<file path="config.mk">
export PLATFORM = sky130hd
export DESIGN_NAME = adder_compare_top
export DESIGN_NICKNAME = d
export VERILOG_FILES = /design/src/rtl/adder_pkg.sv /design/src/rtl/cla4.sv /design/src/rtl/adder_compare_top.sv
export SDC_FILE = /design/constraint.sdc
export NUM_CORES = 1
export LEC_CHECK = 0
export CORE_UTILIZATION = 40
export DETAILED_ROUTE_END_ITERATION = 16
export HOLD_SLACK_MARGIN = 0.05
export PLACE_DENSITY = 0.65
export SETUP_SLACK_MARGIN = 0.15
export SKIP_CTS_REPAIR_TIMING = 1
export SLEW_MARGIN = 20
export SYNTH_ARGS = -nofsm -noshare
export SYNTH_HDL_FRONTEND = slang
export SYNTH_HIERARCHICAL = 1
export SYNTH_SLANG_ARGS = --single-unit
export TNS_END_PERCENT = 20
</file>
<file path="constraint.sdc">
create_clock -name clk -period 7.05 [get_ports clk]
set_input_delay 1.41 -clock clk [delete_from_list [all_inputs] [get_ports clk]]
set_output_delay 1.41 -clock clk [all_outputs]
set_load 0.01 [all_outputs]
</file>
<file path="src/rtl/adder_pkg.sv">
// Shared widths, operand/sum types and the full-adder carry helper for the CLA-vs-CRA comparison block.
package adder_pkg;
    localparam int WIDTH = 8;
    localparam int SUM_W = WIDTH + 1;
    localparam int GRP_W = 4;

    typedef logic [WIDTH-1:0] operand_t;
    typedef logic [SUM_W-1:0] sum_t;

    function automatic logic fa_carry(input logic g, input logic p, input logic c);
        return g | (p & c);
    endfunction
endpackage

</file>
<file path="src/rtl/cla4.sv">
// 4-bit carry-lookahead block: sum bits plus group generate/propagate for the next lookahead level.
// Purely combinational; no state, no backpressure.
module cla4 (
    input  logic [3:0] a,
    input  logic [3:0] b,
    input  logic       cin,
    output logic [3:0] sum,
    output logic       g_grp,
    output logic       p_grp
);
    logic [3:0] g;
    logic [3:0] p;
    logic [3:0] c;

    assign g = a & b;
    assign p = a ^ b;

    // Every carry is flattened from cin, so no carry depends on a lower carry.
    always_comb begin
        c    = '0;
        c[0] = cin;
        c[1] = g[0] | (p[0] & cin);
        c[2] = g[1] | (p[1] & g[0]) | (p[1] & p[0] & cin);
        c[3] = g[2] | (p[2] & g[1]) | (p[2] & p[1] & g[0]) | (p[2] & p[1] & p[0] & cin);
    end

    assign sum   = p ^ c;
    assign g_grp = g[3] | (p[3] & g[2]) | (p[3] & p[2] & g[1]) | (p[3] & p[2] & p[1] & g[0]);
    assign p_grp = &p;
endmodule

</file>
<file path="src/rtl/adder_compare_top.sv">
// Two-stage pipeline adding A+B with a CLA and a ripple adder and registering their equality; result 2 edges after input.
// No handshake or stalls; ADDER_FAULT_INJECT_EN adds fault_i, which flips CLA sum bit 0 to exercise the mismatch path.
module adder_compare_top #(
    parameter int WIDTH = 8
) (
    input  logic             clk,
    input  logic             rst_n,
    input  logic [WIDTH-1:0] A,
    input  logic [WIDTH-1:0] B,
`ifdef ADDER_FAULT_INJECT_EN
    input  logic             fault_i,
`endif
    output logic             compare,
    output logic             valid,
    output logic [WIDTH:0]   sum
);
    import adder_pkg::*;

    localparam int NGRP = WIDTH / GRP_W;

    logic [WIDTH-1:0] a_q;
    logic [WIDTH-1:0] b_q;
    logic             v1_q;
    logic             fault_q;

    always_ff @(posedge clk or negedge rst_n) begin
        if (!rst_n) begin
            a_q  <= '0;
            b_q  <= '0;
            v1_q <= 1'b0;
        end else begin
            a_q  <= A;
            b_q  <= B;
            v1_q <= 1'b1;
        end
    end

`ifdef ADDER_FAULT_INJECT_EN
    always_ff @(posedge clk or negedge rst_n) begin
        if (!rst_n) begin
            fault_q <= 1'b0;
        end else begin
            fault_q <= fault_i;
        end
    end
`else
    assign fault_q = 1'b0;
`endif

    // Carry-lookahead adder: 4-bit groups chained through their group G/P.
    logic [NGRP:0]    gc;
    logic [NGRP-1:0]  gg;
    logic [NGRP-1:0]  gp;
    logic [WIDTH-1:0] cla_bits;
    logic [WIDTH:0]   sum_cla;

    assign gc[0] = 1'b0;

    for (genvar gi = 0; gi < NGRP; gi++) begin : g_cla
        cla4 u_cla4 (
            .a     (a_q[gi*GRP_W +: GRP_W]),
            .b     (b_q[gi*GRP_W +: GRP_W]),
            .cin   (gc[gi]),
            .sum   (cla_bits[gi*GRP_W +: GRP_W]),
            .g_grp (gg[gi]),
            .p_grp (gp[gi])
        );
        assign gc[gi+1] = gg[gi] | (gp[gi] & gc[gi]);
    end

    assign sum_cla = {gc[NGRP], cla_bits};

    // Carry-ripple adder: one full adder per bit.
    logic [WIDTH:0]   rc;
    logic [WIDTH-1:0] cra_bits;
    logic [WIDTH:0]   sum_cra;

    always_comb begin
        rc       = '0;
        cra_bits = '0;
        for (int i = 0; i < WIDTH; i++) begin
            cra_bits[i] = a_q[i] ^ b_q[i] ^ rc[i];
            rc[i+1]     = fa_carry(a_q[i] & b_q[i], a_q[i] ^ b_q[i], rc[i]);
        end
    end

    assign sum_cra = {rc[WIDTH], cra_bits};

    logic [WIDTH:0] sum_chk;
    assign sum_chk = sum_cla ^ {{WIDTH{1'b0}}, fault_q};

    always_ff @(posedge clk or negedge rst_n) begin
        if (!rst_n) begin
            sum     <= '0;
            compare <= 1'b0;
            valid   <= 1'b0;
        end else begin
            sum     <= sum_chk;
            compare <= (sum_chk == sum_cra);
            valid   <= v1_q;
        end
    end
endmodule

</file>
======== Word level (Yosys, flattened, before mapping) ========
Cells that the tools add are included.
operators by class
  equality and inequality tests ........... 1
  bitwise operators ....................... 83
  reductions and logical operators ........ 1
operators by type and width
  operator             count
  1-bit bitwise AND    39
  1-bit OR             23
  4-bit XOR            4
  1-bit XOR            15
  9-bit equality test  1
  4-bit bitwise AND    2
  4-bit AND reduction  1
storage, ports and cells
  register bits ........................... 28
  input bits .............................. 18
  output and inout bits ................... 11
  logic and storage cells ................. 91

======== Logic depth before layout (Yosys ltp) ========
Gate-level depths: netlist (run 1).
  depth in word-level cells ............... 16
  depth in mapped cells ................... 11

======== Cells and area by module ========
The synthesis (run 1) kept the hierarchy.
modules (own cells, without submodules)
  module             times used  cells each  area each (sq um)  sequential area each (sq um)
  adder_compare_top  1           51          969.7              700.7
  cla4               2           22          182.7              0.0

======== Least setup slack after synthesis (run 1) ========
No wires, ideal clock.
  path type ............................... register to register
  start point ............................. register a_q[0]
  end point ............................... register compare
  setup time .............................. 0.080 ns
  arrival ................................. 3.679 ns
  required time ........................... 6.970 ns
  slack ................................... 3.291 ns
  cell stages (with the launch flop) ...... 12
  clock period less this slack ............ 3.759 ns
  cell sequence ........................... dfrtp_1 > ha_1 > fa_1 > fa_1 > fa_1 > fa_1 > fa_1 > fa_1 > fa_1 > xnor2_1 > nand4_1 > nor3_2
between the ends
  cells in the longest elaborated chain, start to end .. 16
RTL lines
  what                      RTL line                 text
  start: declaration        adder_compare_top.sv:21  logic [WIDTH-1:0] a_q;
  start signal: assignment  adder_compare_top.sv:28  a_q <= '0;
  start signal: assignment  adder_compare_top.sv:32  a_q <= A;
  1-bit bitwise AND         adder_compare_top.sv:83  rc[i+1] = fa_carry(a_q[i] & b_q[i], a_q[i] ^ b_q[i], rc[i]);
  1-bit bitwise AND         adder_pkg.sv:11          return g | (p & c);
  1-bit OR                  adder_pkg.sv:11
  1-bit bitwise AND         adder_pkg.sv:11
  1-bit OR                  adder_pkg.sv:11
  1-bit bitwise AND         adder_pkg.sv:11
  1-bit OR                  adder_pkg.sv:11
  1-bit bitwise AND         adder_pkg.sv:11
  1-bit OR                  adder_pkg.sv:11
  1-bit bitwise AND         adder_pkg.sv:11
  1-bit OR                  adder_pkg.sv:11
  1-bit bitwise AND         adder_pkg.sv:11
  1-bit OR                  adder_pkg.sv:11
  1-bit bitwise AND         adder_pkg.sv:11
  1-bit OR                  adder_pkg.sv:11
  9-bit equality test *     adder_compare_top.sv:99  compare <= (sum_chk == sum_cra);
  end signal: assignment    adder_compare_top.sv:99
  end: declaration          adder_compare_top.sv:13  output logic compare,
Every way passes the cells marked *; elsewhere a longest branch is shown, timed or not.

======== Worst setup path after layout (run 1) ========
Same ends and word-level chain as after synthesis.

==> reports/summary.md, run 1 <==
The run finished with clean final reports. Adding up every negative setup slack in the final design gives 0 ps. Routability-driven placement finished with a final weighted congestion of 0.815.

Derived from the worst setup path, the maximum achievable clock frequency is 253 MHz. The logs give 0 for the DRC violation count after routing and 28 for the number of sinks handled by clock tree synthesis. For the detailed-routing wirelength on met1, the log shows 805 um.

The cell count after synthesis came out at 94. The setup slack at placement was 3150 ps. The core box area is 3100 um^2. Number of placed instances with taps included: 169. The first routing iteration left 12 violations.

Compared with the post-synthesis result, the final layout area differs by 28.1%. The post-synthesis area per instance is 14.1 um^2. For this run the aggregate overflow at the end of global routing stands at 0. Port buffering added 28 buffers.

In this run the static leakage power is 0.768 nW. The number of pins exceeding their max-slew limit in the final report came out at 0. Met2 wirelength from detailed routing: 926 um. The final route contains 764 vias.

The tools report the maximum clock path buffer count as 2. VDD sags by at most 0.0000970 V. The critical path in this run is classified as reg -> reg.

The share of total power dissipated in combinational logic is 29.6%. The level count of the clock H-tree was 1; the number of primary I/O pins was 29. The run gives 0 as the number of antenna violations at the first check in global routing. The number of vias per cell is 4.44, and the initial cell density of the core is 42.7%. The clock network latency to the later pin of the worst-skew pair was 310 ps; the average wire per cell in the routed design was 10.8 um. Sequential cells burn 53.0% of the power. Measured along the y axis, the die boundary spans 59.6 um. For this design the total switching power over the nets is 0.0000919 W. For the iteration count of the initial detailed-routing pass, the log shows 4.

Detailed placement finished with a half-perimeter wire length of 1600 um. Clock tree synthesis selected as its root buffer the cell sky130_fd_sc_hd__clkbuf_4. The logs give 168 for the total number of nets in the final design and 1.95 ps for the clock skew after layout. The share of total power dissipated in the clock network is 17.4%.

STA puts the critical path data arrival time at 4190 ps. In this run the worst hold path is classified as reg -> reg. The biggest fanout along the worst timing path is 4, and the final setup violation count is 0. The number of global-route vias before repair is 825, and the final critical-path setup slack is 3110 ps. The number of synthesis warnings was 6. Cell internal power was estimated by the tool at 0.000253 W. For the clock buffer count from CTS, the log shows 3. The tools report the routed length on met3 as 59 um. Ratio of cells with drive above 1 in the final layout: 6.25%.

The clock transition at the register clock pins on the worst setup and hold paths after CTS was 130 ps. Measured on the finished design, the core utilization comes to 54.7%. For the number of core rows, the log shows 20. Setup repair after global routing left no endpoint under its margin. Across the run, the number of max-cap violations was 0.

Entering global routing, the biggest net connects 29 pins. The worst path needs 3940 ps of the cycle, external delays included. The finished cells cover 1700 um^2. The run gives 0 as the number of antenna-violating nets in the routed design.

The final hold violation count was 0. Once layout is complete, the cells apart from fillers number 172. The tools report the aggregate global-route resource usage as 13.3%.

In this run the cell area measured after placement is 1680 um^2. Die boundary width: 59.6 um. The detailed router used layers up to and including met4.

STA classifies the critical path startpoint as a flop. In this run switching power makes up 26.6% of total power. The tools report the die footprint as 3550 um^2. After layout, the worst path uses 56.0% of the clock period. The cell area that synthesis handed to floorplanning was 1330 um^2. The antenna diode count came out at 0. The total detailed-routing wirelength was 1850 um. The first global-routing pass estimated 3330 um of wire. The type of element capturing the critical path is a flop. For the worst setup path, the data required time is 7290 ps. TritonCTS built the clock tree. For this design the ratio of total power to cell area is 203 nW/um^2.
==> worst max-delay path: stages, from the launching register on <==
cell                      delay, ps
sky130_fd_sc_hd__dfrtp_1        440
sky130_fd_sc_hd__ha_1           240
sky130_fd_sc_hd__fa_1           380
sky130_fd_sc_hd__fa_1           390
sky130_fd_sc_hd__fa_1           390
sky130_fd_sc_hd__fa_1           390
sky130_fd_sc_hd__fa_1           390
sky130_fd_sc_hd__fa_1           410
sky130_fd_sc_hd__fa_1           510
sky130_fd_sc_hd__xnor2_1        120
sky130_fd_sc_hd__nand4_1        130
sky130_fd_sc_hd__nor3_2         110
==> layer usage <==
| metal | GRT usage [%] | vias to the layer above |
|---|---|---|
| li1 | - | 371 |
| met1 | 14.6 | 366 |
| met2 | 23.4 | 21 |
| met3 | 2.18 | 6 |
| met4 | 8.97 | 0 |
| met5 | 0 | - |
==> power groups by stage <==
stage	clock, W	sequential (W)	combinational (W)
6_report	0.0000601	0.000183	0.000102
5_1_grt	0.0000693	0.000185	0.000114
4_1_cts	0.0000644	0.000183	0.000103
3_5_place_dp	0	0.000187	0.000103
3_3_place_gp	0	0.000186	0.000101
2_1_floorplan	0	0.000191	0.0000536
==> area by class of cell <==
| cell class | count | area (um^2) |
|---|---|---|
| fillers | 293 | 1410 |
| flip-flops and latches | 28 | 701 |
| multi-input cells | 60 | 602 |
| repair buffers | 29 | 288 |
| well taps | 44 | 55.1 |
| inverters | 8 | 30.0 |
| clock buffers | 3 | 22.5 |
==> layout by cell type, fill, tap and decap left out <==
cell,count
sky130_fd_sc_hd__a21oi_2,2
sky130_fd_sc_hd__buf_4,1
sky130_fd_sc_hd__nand4_1,4
sky130_fd_sc_hd__ha_1,11
sky130_fd_sc_hd__and4_2,1
sky130_fd_sc_hd__dfrtp_1,28
sky130_fd_sc_hd__nand2_1,2
sky130_fd_sc_hd__nand3_1,4
sky130_fd_sc_hd__fa_1,9
sky130_fd_sc_hd__a21oi_1,2
sky130_fd_sc_hd__xor2_1,3
sky130_fd_sc_hd__conb_1,4
sky130_fd_sc_hd__inv_1,8
sky130_fd_sc_hd__clkbuf_4,3
sky130_fd_sc_hd__clkdlybuf4s50_1,28
sky130_fd_sc_hd__xnor2_1,12
sky130_fd_sc_hd__nor3_2,1
sky130_fd_sc_hd__a21o_1,5
==> state kept, by name (all words and copies together) (netlist names) <==
signal and count:
sum 9, a_q 8, b_q 8, compare 1, v1_q 1, valid 1
==> final timing paths <==
| check | start | end | slack (ps) | cells past startpoint |
|---|---|---|---|---|
| max | a_q[0] | compare | 3110 | 11 |
| min | v1_q | valid | 370 | 0 |
| max reg2reg | a_q[0] | compare | 3110 | 11 |
| min reg2reg | v1_q | valid | 370 | 0 |
| max in group asynchronous | rst_n | a_q[4] | 5360 | 2 |
| min in group asynchronous | rst_n | sum[3] | 1450 | 2 |
==> per-stage QoR <==
stage	hold WS [ps]	power (W)
finish	371	0.000345
global placement	338	0.000287
global route	378	0.000368
CTS	374	0.000351
floorplan	331	0.000245
detailed placement	343	0.000290
Note: power is estimated with default switching activity, not from simulation.
==> inputs of run 2 (changes only) <==
- PLACE_DENSITY: 0.65 -> 0.68
- clock period: 7.05 -> 3.3 ns (I/O delays scaled with it)
==> reports/summary.md, run 2 (synthesized netlist as in run 1, its figures left out) <==
The largest register by flop count is sum (unchanged). For the timing-limited maximum frequency, the log shows 280 MHz (was 253 MHz). Master cell of the clock root buffer: sky130_fd_sc_hd__clkbuf_4 (unchanged). The initial cell density of the core was 42.7% (unchanged); the maximum number of pins on one net before global-route repair was 29 (unchanged). The total detailed-routing wirelength is 2020 um (was 1850 um). Crit-path cells: ha_2, fa_2, fa_2, fa_2, fa_2, fa_2, fa_2, fa_1, xnor2_1, nand4_1, nor3_2 (was ha_1, fa_1, fa_1, fa_1, fa_1, fa_1, fa_1, fa_1, xnor2_1, nand4_1, nor3_2).

The logs give 0 (unchanged) for the number of pins exceeding their max-slew limit in the final report and -266 ps (was 3110 ps) for the final critical-path setup slack. The endpoint arrival time on the critical path was 3820 ps (was 4190 ps); the sequential cell fraction of total power was 46.8% (was 53.0%). The run gives 0 (unchanged) as the DRC violation count after routing.

The final hold violation count came out at 0 (unchanged). Setup repair after global routing could not meet its margin everywhere. The logs give 619 um^2 (was 602 um^2) for the footprint of the multi-input gates and 0.794 nW (was 0.768 nW) for the cell leakage power. The total number of nets in the final design is 172 (was 168). The final HPWL from detailed placement was 1700 um (was 1600 um); the time the final worst path needs with I/O delays and setup was 3570 ps (was 3940 ps).

The antenna diode count came out at 0 (unchanged). Number of sinks handled by clock tree synthesis: 28 (unchanged). The combined flip-flop and latch cell area is 701 um^2 (unchanged).

The logs give 26.0% (was 17.4%) for the share of total power in the clock network and 1 (was 0) for the final setup violation count. The aggregate global-route resource usage is 13.4% (was 13.3%), and the iteration-0 DRC count of the detailed router is 10 (was 12). The biggest fanout along the worst timing path was 2 (was 4).

The level count of the clock H-tree came out at 1 (unchanged). The worst setup path category is reg -> reg (unchanged). TritonCTS built the clock tree.

The category of the worst setup path launch point was a flop (unchanged). The total via count in the routed design was 784 (was 764); the residual overflow from global routing was 0 (unchanged). The number of vias per cell is 4.43 (was 4.44), and the die footprint is 3550 um^2 (unchanged).

Number of antenna violations at the first check in global routing: 0 (unchanged). The worst-path cell with the longest stage delay was sky130_fd_sc_hd__fa_1 (unchanged). The final critical-path share of the clock period is 108% (was 56.0%). The path type of the worst min-delay path was reg -> reg (unchanged).

Final non-filler cell total: 177 (was 172). The height of the die works out to 59.6 um (unchanged). The run finished, with violations left. The number of global-route vias before repair was 805 (was 825). The area overhead of the layout relative to synthesis works out to 34.0% (was 28.1%). The tools report the core box area as 3100 um^2 (unchanged).

The number of max-cap violations is 0 (unchanged), and the power per unit of standard cell area is 470 nW/um^2 (was 203 nW/um^2). Top flop regs: sum: 9 flops, a_q: 8 flops, b_q: 8 flops (unchanged). The endpoint required time on the critical path was 3560 ps (was 7290 ps); the number of flip-flops in the largest register was 9 (unchanged). The logs give 0.829 (was 0.815) for the routability-driven placement congestion ratio and 3350 um (was 3330 um) for the global-route wire length before repair.

The number of core rows is 20 (unchanged). The clock network latency to the later pin of the worst-skew pair was 330 ps (was 310 ps); the clock buffer count from CTS was 3 (unchanged). The average wire per cell in the routed design was 11.4 um (was 10.8 um); the number of placed instances with taps included was 171 (was 169). The number of port buffers is 28 (unchanged). The maximum clock path buffer count was 2 (unchanged). Number of primary I/O pins: 29 (unchanged). The die boundary width was 59.6 um (unchanged); the number of antenna-violating nets in the routed design was 0 (unchanged). The iteration count of the initial detailed-routing pass was 4 (unchanged). The critical path's largest stage delay was 500 ps (was 510 ps). The type of element capturing the critical path is a flop (unchanged).

The worst supply voltage drop on vdd came out at 0.000206 V (was 0.0000970 V). The switching share of total power came out at 25.0% (was 26.6%). Ratio of cells with drive above 1 in the final layout: 15.0% (was 6.25%). Commonest non-fill, non-tap cells in the layout: sky130_fd_sc_hd__dfrtp_1 (28), sky130_fd_sc_hd__clkdlybuf4s50_1 (28), sky130_fd_sc_hd__xnor2_1 (12), sky130_fd_sc_hd__ha_1 (10), sky130_fd_sc_hd__inv_1 (8) (was sky130_fd_sc_hd__dfrtp_1 (28), sky130_fd_sc_hd__clkdlybuf4s50_1 (28), sky130_fd_sc_hd__xnor2_1 (12), sky130_fd_sc_hd__ha_1 (11), sky130_fd_sc_hd__fa_1 (9)). Combinational power share: 27.1% (was 29.6%). The final reports fail on negative setup slack.

The run gives 0.000834 W (was 0.000345 W) as the overall power. The post-route setup TNS was -266 ps (was 0 ps). For the net switching power of the design, the log shows 0.000208 W (was 0.0000919 W).

The cell repeated most along the worst path is sky130_fd_sc_hd__fa_2 (was sky130_fd_sc_hd__fa_1). The tools report the clock skew after layout as 5.97 ps (was 1.95 ps). The clock transition at the register clock pins on the worst setup and hold paths after CTS came out at 140 ps (was 130 ps). The run gives 271 (was 293) as the filler cell count in the final layout.

The tools report the internal portion of total power as 0.000626 W (was 0.000253 W).
-- run 2: metrics by stage --
step	cell area [um^2]	util, %	hold WS, ps	setup slack (ps)
detailed placement	1710	55.0	337	-231
CTS	1760	56.7	381	-279
global placement	1710	55.0	337	-208
floorplan	1350	-	331	-180
finish	1780	57.2	378	-266
global route	1780	57.2	403	-373
-- run 2: path summary, 6_finish.rpt --
kind                           end  slack, ps   start  depth (start not counted)
min                          valid        380    v1_q                          0
max reg2reg                compare       -270  a_q[0]                         11
min reg2reg                  valid        380    v1_q                          0
max in group asynchronous   sum[5]       2370   rst_n                          2
max                        compare       -270  a_q[0]                         11
min in group asynchronous   sum[4]        680   rst_n                          2
-- run 2: power by group through the flow --
stage          sequential (W)  combinational, W  clock, W
6_report             0.000391          0.000226  0.000217
5_1_grt              0.000395          0.000250  0.000242
4_1_cts              0.000392          0.000228  0.000228
3_5_place_dp         0.000399          0.000227         0
3_3_place_gp         0.000397          0.000221         0
2_1_floorplan        0.000410          0.000117         0
-- run 2: per-layer routing --
metal | track usage (%) | part of all wire (%) | up-vias
met5 | 0 | 0 | -
met3 | 2.18 | 3.8 | 5
met4 | 8.97 | 2.8 | 0
met2 | 23.4 | 54 | 20
li1 | - | - | 380
met1 | 15.0 | 39 | 379
-- run 2: cell type report --
class	count	area share, %
clock buffer	3	1.27
clock inverter	1	1.69
inverter	8	1.69
multi-input combinational	60	34.9
sequential	28	39.5
tap	44	3.10
timing repair buffer	33	17.9
-- run 2: critical path: cells and delay by family, from the launching register on --
kind	cells	cell delay [ps]
adder cells (fa/ha/maj)	8	2760
AND/OR/NAND/NOR	2	220
flip-flops	1	410
XOR/XNOR	1	110
==> inputs of run 3 (changes only) <==
- TNS_END_PERCENT: 20 -> 10
==> results of run 3 <==
Same layout as run 2: the final DEF is identical, and so are final timing and power.
